$ cat src/rtl/video_timing_pkg.sv
// Shared constants and types for the video timing generator: default 640x480@60
// geometry, pattern encodings and the colour-bar palette.
package video_timing_pkg;

    localparam int DEF_H_ACTIVE = 640;
    localparam int DEF_H_FRONT  = 16;
    localparam int DEF_H_SYNC   = 96;
    localparam int DEF_H_BACK   = 48;
    localparam int DEF_V_ACTIVE = 480;
    localparam int DEF_V_FRONT  = 10;
    localparam int DEF_V_SYNC   = 2;
    localparam int DEF_V_BACK   = 33;

    localparam int X_W    = 11;
    localparam int Y_W    = 10;
    localparam int PIX_W  = 24;
    localparam int N_BARS = 8;

    typedef enum logic [1:0] {
        PAT_BARS  = 2'd0,
        PAT_RAMP  = 2'd1,
        PAT_CHECK = 2'd2,
        PAT_SOLID = 2'd3
    } pattern_e;

    localparam logic [PIX_W-1:0] BAR_WHITE   = 24'hFFFFFF;
    localparam logic [PIX_W-1:0] BAR_YELLOW  = 24'hFFFF00;
    localparam logic [PIX_W-1:0] BAR_CYAN    = 24'h00FFFF;
    localparam logic [PIX_W-1:0] BAR_GREEN   = 24'h00FF00;
    localparam logic [PIX_W-1:0] BAR_MAGENTA = 24'hFF00FF;
    localparam logic [PIX_W-1:0] BAR_RED     = 24'hFF0000;
    localparam logic [PIX_W-1:0] BAR_BLUE    = 24'h0000FF;
    localparam logic [PIX_W-1:0] BAR_BLACK   = 24'h000000;

    // Index N_BARS and above covers remainder pixels past the last full bar.
    function automatic logic [PIX_W-1:0] bar_color(input logic [3:0] idx);
        case (idx)
            4'd0:    return BAR_WHITE;
            4'd1:    return BAR_YELLOW;
            4'd2:    return BAR_CYAN;
            4'd3:    return BAR_GREEN;
            4'd4:    return BAR_MAGENTA;
            4'd5:    return BAR_RED;
            4'd6:    return BAR_BLUE;
            default: return BAR_BLACK;
        endcase
    endfunction

endpackage

$ cat src/rtl/video_timing_gen_if.sv
// 24-bit parallel video source interface: run controls in, raster timing and pixels out.
interface video_timing_gen_if;
    import video_timing_pkg::*;

    logic             enable;
    logic [1:0]       pattern_sel;
    logic [PIX_W-1:0] solid_color;
    logic             vsync_out;
    logic             hsync_out;
    logic             de_out;
    logic [PIX_W-1:0] pixel_out;
    logic             frame_start;
    logic [X_W-1:0]   active_x;
    logic [Y_W-1:0]   active_y;

    modport master (
        input  enable, pattern_sel, solid_color,
        output vsync_out, hsync_out, de_out, pixel_out, frame_start, active_x, active_y
    );

    modport slave (
        output enable, pattern_sel, solid_color,
        input  vsync_out, hsync_out, de_out, pixel_out, frame_start, active_x, active_y
    );

endinterface

$ cat src/rtl/video_timing_gen_pattern.sv
// Test-pattern source: combinational pattern mux plus a bar-width counter that
// tracks the colour-bar index without a divider.
module video_pattern_gen
    import video_timing_pkg::*;
#(
    parameter int H_ACTIVE = DEF_H_ACTIVE
) (
    input  logic             clock,
    input  logic             reset_n,
    input  logic [X_W-1:0]   i_x,
    input  logic [Y_W-1:0]   i_y,
    input  logic             i_de,
    input  pattern_e         i_pattern,
    input  logic [PIX_W-1:0] i_solid_color,
    output logic [PIX_W-1:0] o_pixel
);

    localparam int BAR_W   = (H_ACTIVE / N_BARS > 0) ? H_ACTIVE / N_BARS : 1;
    localparam int BAR_CW  = (BAR_W > 1) ? $clog2(BAR_W) : 1;
    localparam logic [BAR_CW-1:0] BAR_PX_LAST = BAR_CW'(BAR_W - 1);
    localparam logic [3:0]        BAR_IDX_END = 4'(N_BARS);

    logic [BAR_CW-1:0] r_bar_px;
    logic [3:0]        r_bar_idx;
    logic              w_unused;

    // The counter is cleared during blanking so it holds (0,0) on the first active pixel.
    // NOTE: sequential state uses non-blocking assignments so every flop samples
    // pre-edge values regardless of statement order.
    always_ff @(posedge clock or negedge reset_n) begin
        if (!reset_n) begin
            r_bar_px  <= '0;
            r_bar_idx <= '0;
        end else if (!i_de) begin
            r_bar_px  <= '0;
            r_bar_idx <= '0;
        end else if (r_bar_px == BAR_PX_LAST) begin
            r_bar_px <= '0;
            if (r_bar_idx != BAR_IDX_END) begin
                r_bar_idx <= r_bar_idx + 4'd1;
            end
        end else begin
            r_bar_px <= r_bar_px + BAR_CW'(1);
        end
    end

    // NOTE: o_pixel gets a default before any branch so no path leaves it
    // unassigned, which would otherwise infer a latch.
    always_comb begin
        o_pixel = '0;
        if (i_de) begin
            unique case (i_pattern)
                PAT_BARS:  o_pixel = bar_color(r_bar_idx);
                PAT_RAMP:  o_pixel = {3{i_x[7:0]}};
                PAT_CHECK: o_pixel = (i_x[5] ^ i_y[5]) ? BAR_BLACK : BAR_WHITE;
                PAT_SOLID: o_pixel = i_solid_color;
            endcase
        end
    end

    assign w_unused = ^{i_x[X_W-1:8], i_y[Y_W-1:6], i_y[4:0]};

endmodule

$ cat src/rtl/video_timing_gen.sv
// Raster timing generator: h/v counters, sync/de decode, per-frame pattern latch and
// the registered output stage feeding the 24-bit video interface.
module video_timing_gen
    import video_timing_pkg::*;
#(
    parameter int H_ACTIVE = DEF_H_ACTIVE,
    parameter int H_FRONT  = DEF_H_FRONT,
    parameter int H_SYNC   = DEF_H_SYNC,
    parameter int H_BACK   = DEF_H_BACK,
    parameter int V_ACTIVE = DEF_V_ACTIVE,
    parameter int V_FRONT  = DEF_V_FRONT,
    parameter int V_SYNC   = DEF_V_SYNC,
    parameter int V_BACK   = DEF_V_BACK
) (
    input  logic               clock,
    input  logic               reset_n,
    video_timing_gen_if.master vif
);

    localparam int H_TOTAL = H_SYNC + H_BACK + H_ACTIVE + H_FRONT;
    localparam int V_TOTAL = V_SYNC + V_BACK + V_ACTIVE + V_FRONT;
    localparam int H_CW    = $clog2(H_TOTAL + 1);
    localparam int V_CW    = $clog2(V_TOTAL + 1);

    localparam logic [H_CW-1:0] H_LAST     = H_CW'(H_TOTAL - 1);
    localparam logic [H_CW-1:0] H_SYNC_END = H_CW'(H_SYNC);
    localparam logic [H_CW-1:0] H_DE_BEG   = H_CW'(H_SYNC + H_BACK);
    localparam logic [H_CW-1:0] H_DE_END   = H_CW'(H_SYNC + H_BACK + H_ACTIVE);
    localparam logic [V_CW-1:0] V_LAST     = V_CW'(V_TOTAL - 1);
    localparam logic [V_CW-1:0] V_SYNC_END = V_CW'(V_SYNC);
    localparam logic [V_CW-1:0] V_DE_BEG   = V_CW'(V_SYNC + V_BACK);
    localparam logic [V_CW-1:0] V_DE_END   = V_CW'(V_SYNC + V_BACK + V_ACTIVE);

    logic [H_CW-1:0]  r_h_cnt;
    logic [V_CW-1:0]  r_v_cnt;
    pattern_e         r_pattern;
    logic [PIX_W-1:0] r_solid;

    logic             r_vsync;
    logic             r_hsync;
    logic             r_de;
    logic [PIX_W-1:0] r_pixel;
    logic             r_frame_start;
    logic [X_W-1:0]   r_active_x;
    logic [Y_W-1:0]   r_active_y;

    logic             w_h_last;
    logic             w_v_last;
    logic             w_hsync_act;
    logic             w_vsync_act;
    logic             w_de;
    logic             w_frame_first;
    logic [X_W-1:0]   w_x;
    logic [Y_W-1:0]   w_y;
    logic [PIX_W-1:0] w_pixel;

    assign w_h_last      = (r_h_cnt == H_LAST);
    assign w_v_last      = (r_v_cnt == V_LAST);
    assign w_hsync_act   = (r_h_cnt < H_SYNC_END);
    assign w_vsync_act   = (r_v_cnt < V_SYNC_END);
    assign w_de          = (r_h_cnt >= H_DE_BEG) && (r_h_cnt < H_DE_END) &&
                           (r_v_cnt >= V_DE_BEG) && (r_v_cnt < V_DE_END);
    assign w_frame_first = (r_h_cnt == '0) && (r_v_cnt == '0);
    assign w_x           = X_W'(r_h_cnt) - X_W'(H_SYNC + H_BACK);
    assign w_y           = Y_W'(r_v_cnt) - Y_W'(V_SYNC + V_BACK);

    // Dropping enable parks the raster at (0,0) so the next run opens a fresh frame.
    always_ff @(posedge clock or negedge reset_n) begin
        if (!reset_n) begin
            r_h_cnt <= '0;
            r_v_cnt <= '0;
        end else if (!vif.enable) begin
            r_h_cnt <= '0;
            r_v_cnt <= '0;
        end else begin
            r_h_cnt <= w_h_last ? '0 : r_h_cnt + H_CW'(1);
            if (w_h_last) begin
                r_v_cnt <= w_v_last ? '0 : r_v_cnt + V_CW'(1);
            end
        end
    end

    always_ff @(posedge clock or negedge reset_n) begin
        if (!reset_n) begin
            r_pattern <= PAT_BARS;
            r_solid   <= '0;
        end else if (vif.enable && w_frame_first) begin
            r_pattern <= pattern_e'(vif.pattern_sel);
            r_solid   <= vif.solid_color;
        end
    end

    video_pattern_gen #(
        .H_ACTIVE (H_ACTIVE)
    ) u_pattern (
        .clock         (clock),
        .reset_n       (reset_n),
        .i_x           (w_x),
        .i_y           (w_y),
        .i_de          (w_de & vif.enable),
        .i_pattern     (r_pattern),
        .i_solid_color (r_solid),
        .o_pixel       (w_pixel)
    );

    // Output stage decodes the pre-edge count, giving one clock of latency on every output.
    always_ff @(posedge clock or negedge reset_n) begin
        if (!reset_n) begin
            r_vsync       <= 1'b1;
            r_hsync       <= 1'b1;
            r_de          <= 1'b0;
            r_pixel       <= '0;
            r_frame_start <= 1'b0;
            r_active_x    <= '0;
            r_active_y    <= '0;
        end else if (!vif.enable) begin
            r_vsync       <= 1'b1;
            r_hsync       <= 1'b1;
            r_de          <= 1'b0;
            r_pixel       <= '0;
            r_frame_start <= 1'b0;
            r_active_x    <= '0;
            r_active_y    <= '0;
        end else begin
            r_vsync       <= ~w_vsync_act;
            r_hsync       <= ~w_hsync_act;
            r_de          <= w_de;
            r_pixel       <= w_pixel;
            r_frame_start <= w_frame_first;
            r_active_x    <= w_de ? w_x : '0;
            r_active_y    <= w_de ? w_y : '0;
        end
    end

    assign vif.vsync_out   = r_vsync;
    assign vif.hsync_out   = r_hsync;
    assign vif.de_out      = r_de;
    assign vif.pixel_out   = r_pixel;
    assign vif.frame_start = r_frame_start;
    assign vif.active_x    = r_active_x;
    assign vif.active_y    = r_active_y;

endmodule

$ cat src/flat_wrapper.sv
// flat-port wrapper written by rule: the top's interface ports become plain ports
module video_timing_gen_flat import video_timing_pkg::*;
#(
    parameter int H_ACTIVE = DEF_H_ACTIVE,
    parameter int H_FRONT  = DEF_H_FRONT,
    parameter int H_SYNC   = DEF_H_SYNC,
    parameter int H_BACK   = DEF_H_BACK,
    parameter int V_ACTIVE = DEF_V_ACTIVE,
    parameter int V_FRONT  = DEF_V_FRONT,
    parameter int V_SYNC   = DEF_V_SYNC,
    parameter int V_BACK   = DEF_V_BACK
)
  (clock, reset_n, vif_enable, vif_pattern_sel, vif_solid_color, vif_vsync_out, vif_hsync_out, vif_de_out, vif_pixel_out, vif_frame_start, vif_active_x, vif_active_y);
  video_timing_gen_if vif_i ();
  input  logic clock;
  input  logic reset_n;
  input wire logic [$bits(vif_i.enable)-1:0] vif_enable;
  input wire logic [$bits(vif_i.pattern_sel)-1:0] vif_pattern_sel;
  input wire logic [$bits(vif_i.solid_color)-1:0] vif_solid_color;
  output wire logic [$bits(vif_i.vsync_out)-1:0] vif_vsync_out;
  output wire logic [$bits(vif_i.hsync_out)-1:0] vif_hsync_out;
  output wire logic [$bits(vif_i.de_out)-1:0] vif_de_out;
  output wire logic [$bits(vif_i.pixel_out)-1:0] vif_pixel_out;
  output wire logic [$bits(vif_i.frame_start)-1:0] vif_frame_start;
  output wire logic [$bits(vif_i.active_x)-1:0] vif_active_x;
  output wire logic [$bits(vif_i.active_y)-1:0] vif_active_y;
  assign vif_i.enable = vif_enable;
  assign vif_i.pattern_sel = vif_pattern_sel;
  assign vif_i.solid_color = vif_solid_color;
  assign vif_vsync_out = vif_i.vsync_out;
  assign vif_hsync_out = vif_i.hsync_out;
  assign vif_de_out = vif_i.de_out;
  assign vif_pixel_out = vif_i.pixel_out;
  assign vif_frame_start = vif_i.frame_start;
  assign vif_active_x = vif_i.active_x;
  assign vif_active_y = vif_i.active_y;
  video_timing_gen #(.H_ACTIVE(H_ACTIVE), .H_FRONT(H_FRONT), .H_SYNC(H_SYNC), .H_BACK(H_BACK), .V_ACTIVE(V_ACTIVE), .V_FRONT(V_FRONT), .V_SYNC(V_SYNC), .V_BACK(V_BACK)) u_core (.clock(clock), .reset_n(reset_n), .vif(vif_i));
endmodule
$ cat config.mk
export PLATFORM = sky130hd
export DESIGN_NAME = video_timing_gen_flat
export DESIGN_NICKNAME = d
export VERILOG_FILES = /design/src/rtl/video_timing_pkg.sv /design/src/rtl/video_timing_gen_if.sv /design/src/rtl/video_timing_gen_pattern.sv /design/src/rtl/video_timing_gen.sv /design/src/flat_wrapper.sv
export SDC_FILE = /design/constraint.sdc
export NUM_CORES = 1
export LEC_CHECK = 0
export ABC_AREA = 1
export CORE_AREA = 2 2 123 125
export CTS_CLUSTER_SIZE = 40
export DETAILED_ROUTE_END_ITERATION = 8
export DIE_AREA = 0 0 125 127
export GPL_TIMING_DRIVEN = 1
export HOLD_SLACK_MARGIN = 0.15
export PLACE_DENSITY_LB_ADDON = 0.3
export SKIP_LAST_GASP = 1
export SLEW_MARGIN = 15
export SYNTH_ARGS = -nofsm -noshare
export SYNTH_HDL_FRONTEND = slang
export SYNTH_SLANG_ARGS = --single-unit
$ cat constraint.sdc
create_clock -name clock -period 2.9 [get_ports clock]
set_input_delay 0.87 -clock clock [delete_from_list [all_inputs] [get_ports clock]]
set_output_delay 0.87 -clock clock [all_outputs]
set_load 0.02 [all_outputs]
==> summary.txt, run 1 <==
Outcome
  – Status: complete, no violations

Place
  – GPL Wtd Cong: 0.918
  – Dpl ws: 0.247 ns
  – Number of I/O port buffers: 77
  – DP Area: 5950 sq um
  – Detailed Place HPWL: 8460 um

Setup path
  – Crit Path Category: reg2out
  – Buf/Inv on CP: 1
  – CP Data Arrival Time: 1.46 ns
  – Required time of the critical path: 2.03 ns
  – Kind of start point of the critical path: flop
  – CP Capture Type: primary output
  – CP Max Fanout: 1
  – CP cell instances: clkdlybuf4s50_1
  – Critical path's top delay family: buffers and inverters
  – Worst-path cell with the longest stage delay: clkdlybuf4s50_1
  – Slowest stage delay, CP: 0.59 ns

Floorplan
  – Die X-Extent: 125 um
  – Die H: 127 um
  – Top Ports: 78
  – Initial Util: 34.9%
  – Die Footprint: 15,900 sq um
  – Core Region: 14,400 sq um
  – Standard-cell rows: 44

Timing
  – Final period utilization: 80.5%
  – Max Clk Rate: 428 MHz
  – Final worst slack: 0.565 ns
  – Slew of the pin with the lowest slew margin: 0.553 ns
  – Final setup fails: 0
  – Final Hold Viols: 0
  – TNS Setup: 0 ns
  – Relative slew slack: 63.1%
  – Hold_ws: 0.482 ns
  – Minimum clock period: 2.33 ns
  – RSZ-0062 raised after global routing: false
  – Fin. max-slew vios: 0
  – Final Skew: 0.00752 ns

Detailed routing
  – Drt initial violations: 245
  – Via Count: 3,958
  – Vias per std cell: 4.59
  – Wirelength per Cell: 13.5 um
  – Overall routed net length: 11,600 um
  – Post-route ant nets: 0
  – DRC viols: 0
  – First-pass detailed-route iteration total: 4

CTS
  – CTS Sinks: 106
  – Clk buf depth: 2
  – Root buffer cell: clkbuf_16
  – CTS tree: done
  – Hold buffers post-CTS: 0
  – PostCTS Resize Cnt: 0
  – Clock latency on the worst-skew pair: 0.36 ns
  – CTS buffer count: 9
  – Reg clk slew, reported paths: 0.07 ns
  – Post-CTS Setup Bufs: 0
  – H-tree depth: 3

Run
  – Max Cap Viol: 0

Global routing
  – GR Layer Usage met2: 25.0%
  – Vias in the first global route: 3,994
  – Antenna violations before repair: 0
  – M1 GR Usage: 20.5%
  – M3 GR Usage: 3.64%
  – Global route overflow: 0
  – Largest net degree at the start of global routing: 107
  – Total GRT Usage: 15.4%
  – Busiest grt layer: met2
  – Global-route wire length before repair: 19,700 um

Finish
  – Design area: 6240 sq um
  – Post-layout nets: 715
  – ANT cells: 0
  – Layout cells sized above 1: 7.37%
  – Layout area overhead: 23.9%

Pwr
  – Pwr per Cell Area: 517 nW/um^2
  – Total power: 0.00322 W
  – Leak: 3.21 nW
  – IR drop worst, VDD: 0.331 mV

Min path
  – Hold Crit Class: reg2reg

Logic synthesis
  – Synth Area per Inst: 8.43 sq um
  – Mapped Area: 5030 sq um
  – Synth warn: 0
  – Yosys reg bits: 106
  – Distinct cell type count after synthesis: 33
  – Sequential-to-total area share from yosys stat: 52.8%
  – Post-synthesis cell count: 597
  – Syn_nets: 639
==> path summary, 6_finish.rpt <==
check                                                  start  slack, ns                           end  cells past startpoint
worst max-delay path                    u_core.vif.vsync_out       0.57                 vif_vsync_out                      1
worst min-delay path            u_core.u_pattern.r_bar_px[0]       0.48  u_core.u_pattern.r_bar_px[0]                      1
worst max register to register             u_core.r_h_cnt[0]       0.85             u_core.r_v_cnt[9]                      9
worst min register to register  u_core.u_pattern.r_bar_px[0]       0.48  u_core.u_pattern.r_bar_px[0]                      1
max in group asynchronous                            reset_n       1.91             u_core.r_solid[9]                      2
min in group asynchronous                            reset_n       0.57        u_core.vif.active_y[3]                      2
==> per-layer routing <==
layer | share of wire, % | vias to the layer above
met5 | 0 | -
met4 | 1.8 | 0
met3 | 3.8 | 13
met2 | 48 | 69
li1 | - | 1991
met1 | 47 | 1885
==> stage by stage <==
stage | std cells | utilization, %
global route | 862 | 43.2
detailed placement | 846 | 41.2
floorplan | 597 | -
CTS | 862 | 43.2
finish | 862 | 43.2
global placement | 846 | 41.2
==> state kept, by name, indices dropped and copies added (netlist names), 4 cells and up <==
signal,cells
u_core.r_solid,24
u_core.r_v_cnt,10
u_core.u_pattern.r_bar_idx,4
u_core.vif.active_y,10
u_core.vif.active_x,11
u_core.u_pattern.r_bar_px,7
u_core.vif.pixel_out,24
u_core.r_h_cnt,10
==> synth_stat cells (all sizes together) <==
library cell | instances | share of area (%)
a21oi | 32 | 3.3
buf | 19 | 2.9
clkinv | 1 | 0.075
dfrtp | 104 | 52
dfstp | 2 | 1.0
ha | 13 | 3.2
inv | 78 | 5.9
nand2 | 158 | 12
nand3 | 23 | 2.6
nand3b | 2 | 0.30
nand4 | 12 | 1.5
nor2 | 99 | 8.0
nor3 | 10 | 1.5
nor4 | 1 | 0.25
o21a | 1 | 0.15
o21ai | 22 | 2.3
o22ai | 1 | 0.12
or2 | 1 | 0.12
xnor2 | 1 | 0.17
xor2 | 17 | 3.0
==> final cells by class <==
cell class	count	area, sq um
Fill cell	1457	8190
Sequential cell	106	2660
Multi-Input combinational cell	393	1930
Timing Repair Buffer	84	833
Inverter	79	299
Clock buffer	10	239
Tap cell	184	230
Clock inverter	6	50.0
==> cell usage in the layout, fill, tap and decap left out, types with 4 or more instances in the layout <==
cell,n
a21oi_1,31
buf_4,7
clkbuf_16,9
clkdlybuf4s50_1,76
dfrtp_1,104
ha_1,13
inv_1,74
nand2_1,157
nand3_1,20
nand4_1,12
nor2_1,92
nor2_2,4
nor3_1,6
o21ai_0,19
xor2_1,17
==> logic make-up (layout without fill, tap and decap cells) <==
| logic type | count (synthesis) | in the layout | synth area share, % |
|---|---|---|---|
| adder cells (fa/ha/maj) | 13 | 13 | 3.23 |
| flip-flops | 106 | 106 | 52.8 |
| AND/OR/NAND/NOR | 306 | 306 | 26.1 |
| AO/OA/AOI/OAI | 56 | 56 | 5.87 |
| XOR/XNOR | 18 | 18 | 3.13 |
| buffers and inverters | 98 | 179 | 8.88 |
==> where the power goes <==
part | switching [W] | internal [W] | leakage [nW] | total, W
sequential | 0.0000575 | 0.00156 | 1.43 | 0.00162
combinational | 0.000267 | 0.000155 | 1.64 | 0.000422
clock | 0.000565 | 0.000616 | 0.141 | 0.00118
Note: power is estimated with default switching activity, not from simulation.
==> inputs of run 2 (changes only) <==
- clock period: 2.9 -> 2.1 ns (I/O delays scaled with it)
==> run 2 against run 1 <==
Against the previous run: clock skew grew 0.0017 ns; register-to-register slack worse by 0.61 ns; non-clock buffer count up 8; first-iteration DRC count decreased by 1.2%; combinational power is 45% higher; routed wire length up 0.10%; clock power up 58%; sequential power rose by 37%; count of clock-buffer cells in the layout is 1 lower; critical path depth is the same; final cell count rose by 0.93%; core utilization increased by 0.87 points; largest cell class unchanged; largest power group unchanged; highest routed layer unchanged.
==> summary.txt, run 2 (synthesized netlist as in run 1, its figures left out) <==
Pwr
  – Pwr per Cell Area: 738 nW/um^2
  – Leak: 3.28 nW
  – Total power: 0.00470 W
  – IR drop worst, VDD: 0.377 mV

Floorplan
  – Core Region: 14,400 sq um
  – Die X-Extent: 125 um
  – Die Footprint: 15,900 sq um
  – Top Ports: 78
  – Initial Util: 34.9%
  – Standard-cell rows: 44
  – Die H: 127 um

Place
  – Number of I/O port buffers: 77
  – Detailed Place HPWL: 8380 um
  – GPL Wtd Cong: 0.885
  – Dpl ws: -0.0770 ns

Finish
  – Most common cell after layout, fill and taps aside: nand2_1
  – Post-layout nets: 723
  – ANT cells: 0
  – Layout cells sized above 1: 8.60%
  – Most frequent cells in the layout: 157 x nand2_1, 104 x dfrtp_1, 92 x nor2_1, 74 x clkdlybuf4s50_1, 73 x inv_1
  – Layout area overhead: 26.4%
  – Post-layout util: 44.1%

CTS
  – Post-CTS Setup Bufs: 0
  – CTS Sinks: 106
  – Clock latency on the worst-skew pair: 0.36 ns
  – Reg clk slew, reported paths: 0.07 ns
  – H-tree depth: 3
  – Clk buf depth: 2
  – Hold buffers post-CTS: 0
  – CTS buffer count: 9
  – CTS tree: done
  – Root buffer cell: clkbuf_16

Global routing
  – Total GRT Usage: 15.3%
  – Global route overflow: 0
  – Antenna violations before repair: 0
  – Largest net degree at the start of global routing: 107
  – Global-route wire length before repair: 19,400 um
  – Vias in the first global route: 3,886

Setup path
  – Worst R2R Path Depth: 9
  – R2r setup slk: 0.24 ns
  – Buf/Inv on CP: 1
  – FF-to-FF End: u_core.vif.pixel_out[17]
  – Required time of the critical path: 1.47 ns
  – Worst-path cell with the longest stage delay: clkdlybuf4s50_1
  – Kind of start point of the critical path: flop
  – Slowest stage delay, CP: 0.61 ns
  – Critical path's top delay family: buffers and inverters
  – CP Data Arrival Time: 1.33 ns
  – CP Max Fanout: 1
  – CP Capture Type: primary output
  – Reg-to-Reg Start: u_core.r_h_cnt[4]
  – Crit Path Category: reg2out
  – Critical path depth: 1
  – CP cell instances: clkdlybuf4s50_1

Timing
  – Minimum clock period: 1.96 ns
  – Relative slew slack: 60.6%
  – Max Clk Rate: 510 MHz
  – Final period utilization: 93.3%
  – RSZ-0062 raised after global routing: false
  – Hold_ws: 0.314 ns
  – Final Skew: 0.00927 ns
  – Fin. max-slew vios: 0
  – Final Hold Viols: 0
  – TNS Setup: 0 ns
  – Final worst slack: 0.141 ns
  – Final setup fails: 0
  – Slew of the pin with the lowest slew margin: 0.592 ns

Detailed routing
  – First-pass detailed-route iteration total: 5
  – Post-route ant nets: 0
  – Via Count: 3,947
  – DRC viols: 0
  – Drt initial violations: 242
  – Vias per std cell: 4.54
  – Wirelength per Cell: 13.3 um
  – Overall routed net length: 11,600 um

Outcome
  – Status: complete, no violations

Min path
  – Hold Crit Class: in2async

Run
  – Max Cap Viol: 0
## run 2: worst max path at each step
stage | startpoint | slack (ns) | endpoint
6_report | u_core.vif.pixel_out[1] | 0.14 | vif_pixel_out[1]
3_5_place_dp | vif_enable | -0.08 | u_core.u_pattern.r_bar_px[6]
4_1_cts | u_core.vif.active_x[10] | 0.12 | vif_active_x[10]
3_3_place_gp | vif_enable | 0.02 | u_core.u_pattern.r_bar_px[6]
2_1_floorplan | u_core.r_h_cnt[4] | 0.48 | u_core.u_pattern.r_bar_px[1]
5_1_grt | u_core.r_h_cnt[4] | 0.08 | u_core.u_pattern.r_bar_px[6]
## run 2: through the flow
stage,cell area (sq um),cells
2_1_floorplan,5030,597
3_3_place_gp,6030,854
3_5_place_dp,6030,854
4_1_cts,6360,870
5_1_grt,6360,870
6_report,6360,870
## run 2: layer usage
| layer | global-route usage [%] | vias to the layer above | wire [um] |
|---|---|---|---|
| met3 | 2.89 | 16 | 568 |
| met5 | 0 | - | 0 |
| met4 | 6.67 | 0 | 209 |
| met2 | 24.8 | 92 | 5670 |
| met1 | 20.1 | 1834 | 5170 |
| li1 | - | 2005 | - |
## run 2: area by class of cell
class	count	area [sq um]
Clock inverter	7	106
Inverter	79	299
Multi-Input combinational cell	393	1930
Clock buffer	9	225
Fill cell	1412	8060
Timing Repair Buffer	92	916
Tap cell	184	230
Sequential cell	106	2660
## run 2: repair_timing
action / 4_1_cts / 5_1_grt
pin swaps: 0 / 0
resized for setup: 2 / 1
setup endpoints to repair: 2 / 2
## run 2: worst register-to-register path, stage by stage, from the launching register on
cell,delay [ns]
dfrtp_1,0.49
inv_2,0.13
ha_1,0.36
inv_1,0.09
nand2_1,0.05
nand3_1,0.16
buf_4,0.28
nand2_1,0.09
inv_1,0.06
nor2_1,0.04
## run 2: power breakdown
group,total (W),switching (W),internal [W]
sequential,0.00222,0.0000652,0.00216
combinational,0.000613,0.000382,0.000231
clock,0.00186,0.000792,0.00107
total,0.00470,0.00124,0.00346
==> variant (flow settings as in run 2) <==
`DEF_H_SYNC`: 96 -> 144.
--- a/src/rtl/video_timing_pkg.sv
+++ b/src/rtl/video_timing_pkg.sv
@@ -4,7 +4,7 @@
 
     localparam int DEF_H_ACTIVE = 640;
     localparam int DEF_H_FRONT  = 16;
-    localparam int DEF_H_SYNC   = 96;
+    localparam int DEF_H_SYNC   = 144;
     localparam int DEF_H_BACK   = 48;
     localparam int DEF_V_ACTIVE = 480;
     localparam int DEF_V_FRONT  = 10;
Function: same outputs for any inputs over 10 cycles, from zero or initial values and one cycle with reset_n low; that may be too few to reach the edited logic, so the function may still have changed.
==> variant against run 2 <==
- sequential share of layout area shrank 0.77 points
- clock skew grew 1.7 ps
- sequential cell count is the same
- synthesized area grew 3.2%
- routed wire length grew 5.1%
- cell area grew 1.9%
- worst setup slack gained 7.0 ps
- critical endpoint is now vif_active_x[7]
Power is not compared: it rests on default switching activity, and its combinational part moved more than twofold at a synthesized area within 25%.
==> variant: results (changes against run 2) <==
WP data arrival=1320 ps; largest net degree at the start of global routing=43 (-60%); Synth Area per Inst=8.153 um2 (-3.3%); ranking of synthesized cells by area=dfrtp_1 50%, nand2_1 12%, inv_1 6.4%, nor2_1 5.9%, nand3_1 4.5%; DRT iter0 DRCs=355 (+47%); PD cells=812.2 mW/mm2; Setup crit start=u_core.vif.active_x[7]; DR vias/cell=4.658 (+2.7%); P_leak=3.363 nW; Synthesized Nets=680 (+6.4%); worst reg2reg endpoint=u_core.u_pattern.r_bar_px[1]; clk slew on worst S/H paths=70 ps (about the same); share of cells above drive strength 1=8.714% (+0.11 points); DP Wirelength=9246 um (+10%); ant diodes=0 (unchanged); switching power=1.721 mW; Async SR Flop Fraction=100.0% (unchanged); Hold/Removal Path Class=input pin to asynchronous set/reset pin; dpl cells=891 (+4.3%); port buffer count=77 (unchanged); commonest non-fill, non-tap cell in the layout=nand2_1; worst slew pin tran=484.2 ps (-107.5 ps); Largest stage delay, worst path=610 ps (about the same); GPL Wtd Cong=0.9966 (+13%); Reg2Reg Setup Slack=260 ps (+20 ps); Yosys warning count=0 (unchanged); register share of total power=45.6%; CTS max path bufs=2 (unchanged); final clock skew=11.00 ps (+1.731 ps); Synth cell types=29 (-12%); outcome=finished, final reports clean; first-pass iteration count of the detailed router=5 (unchanged); FILL cells=1432 (+1.4%); post-synthesis adder-cell area fraction=3.373% (+0.14 points); initial antenna violation count=0 (unchanged); placed inst area=0.006207 mm2 (+2.9%); drt total wl=12200 um (+5.1%); Logic power comb=1.29 mW; GRT Total Usage=15.62% (+0.34 points); non-filler instance count after layout=907 (+4.3%); vias in the first global route=4057 (+4.4%); DP Worst Slack=-41.58 ps (+35.41 ps); Min Hold Slack=185.9 ps (-127.7 ps); mux contribution to synthesized area=0% (unchanged); synth cell count leaders=171 x nand2_1, 104 x dfrtp_1, 88 x inv_1; R2R Path Start=u_core.r_v_cnt[0]; R2R cell count=8 (-1); first-pass GRT wire length=20150 um (+4.0%); root buf cell=clkbuf_16; Synth Area in Compound Gates=5.059% (-0.81 points); Post-Synth XOR/XNOR Area=1.855% (-1.3 points); total CTS buffers=9 (unchanged); worst skew pair latency=340 ps (-20 ps); peak supply drop=406.7 uV; CP max stage cell=clkdlybuf4s50_1; post-CTS sizing=1 (-1); sequential area share after synthesis=51.12% (-1.6 points); nets@finish=761 (+5.3%)
variant: per-layer routing:
metal,GRT usage [%],up-vias,wire length (um)
li1,-,2122,-
met1,21.80,1998,5784
met2,24.87,94,5676
met3,2.806,11,518
met4,5.098,0,221
met5,0,-,0
variant: worst max-delay path by stage:
| stage | slack, ps | end | cells after the start |
|---|---|---|---|
| 6_report | 150 | vif_active_x[7] | 1 |
| 2_1_floorplan | 540 | u_core.u_pattern.r_bar_idx[0] | 8 |
| 3_3_place_gp | 10 | u_core.vif.pixel_out[11] | 8 |
| 3_5_place_dp | -40 | u_core.vif.pixel_out[6] | 8 |
| 4_1_cts | 3 | vif_vsync_out | 1 |
| 5_1_grt | 60 | u_core.vif.pixel_out[2] | 9 |
variant: final cells by class:
class                   count  area (um2)  share of cell area, %
flip-flops and latches    106        2655                  40.97
clock inverters             3       22.52                 0.3475
multi-input cells         412        2011                  31.02
clock buffers              13       250.2                  3.861
repair buffers             93       952.2                  14.69
well taps                 184       230.2                  3.552
inverters                  96       360.3                  5.560
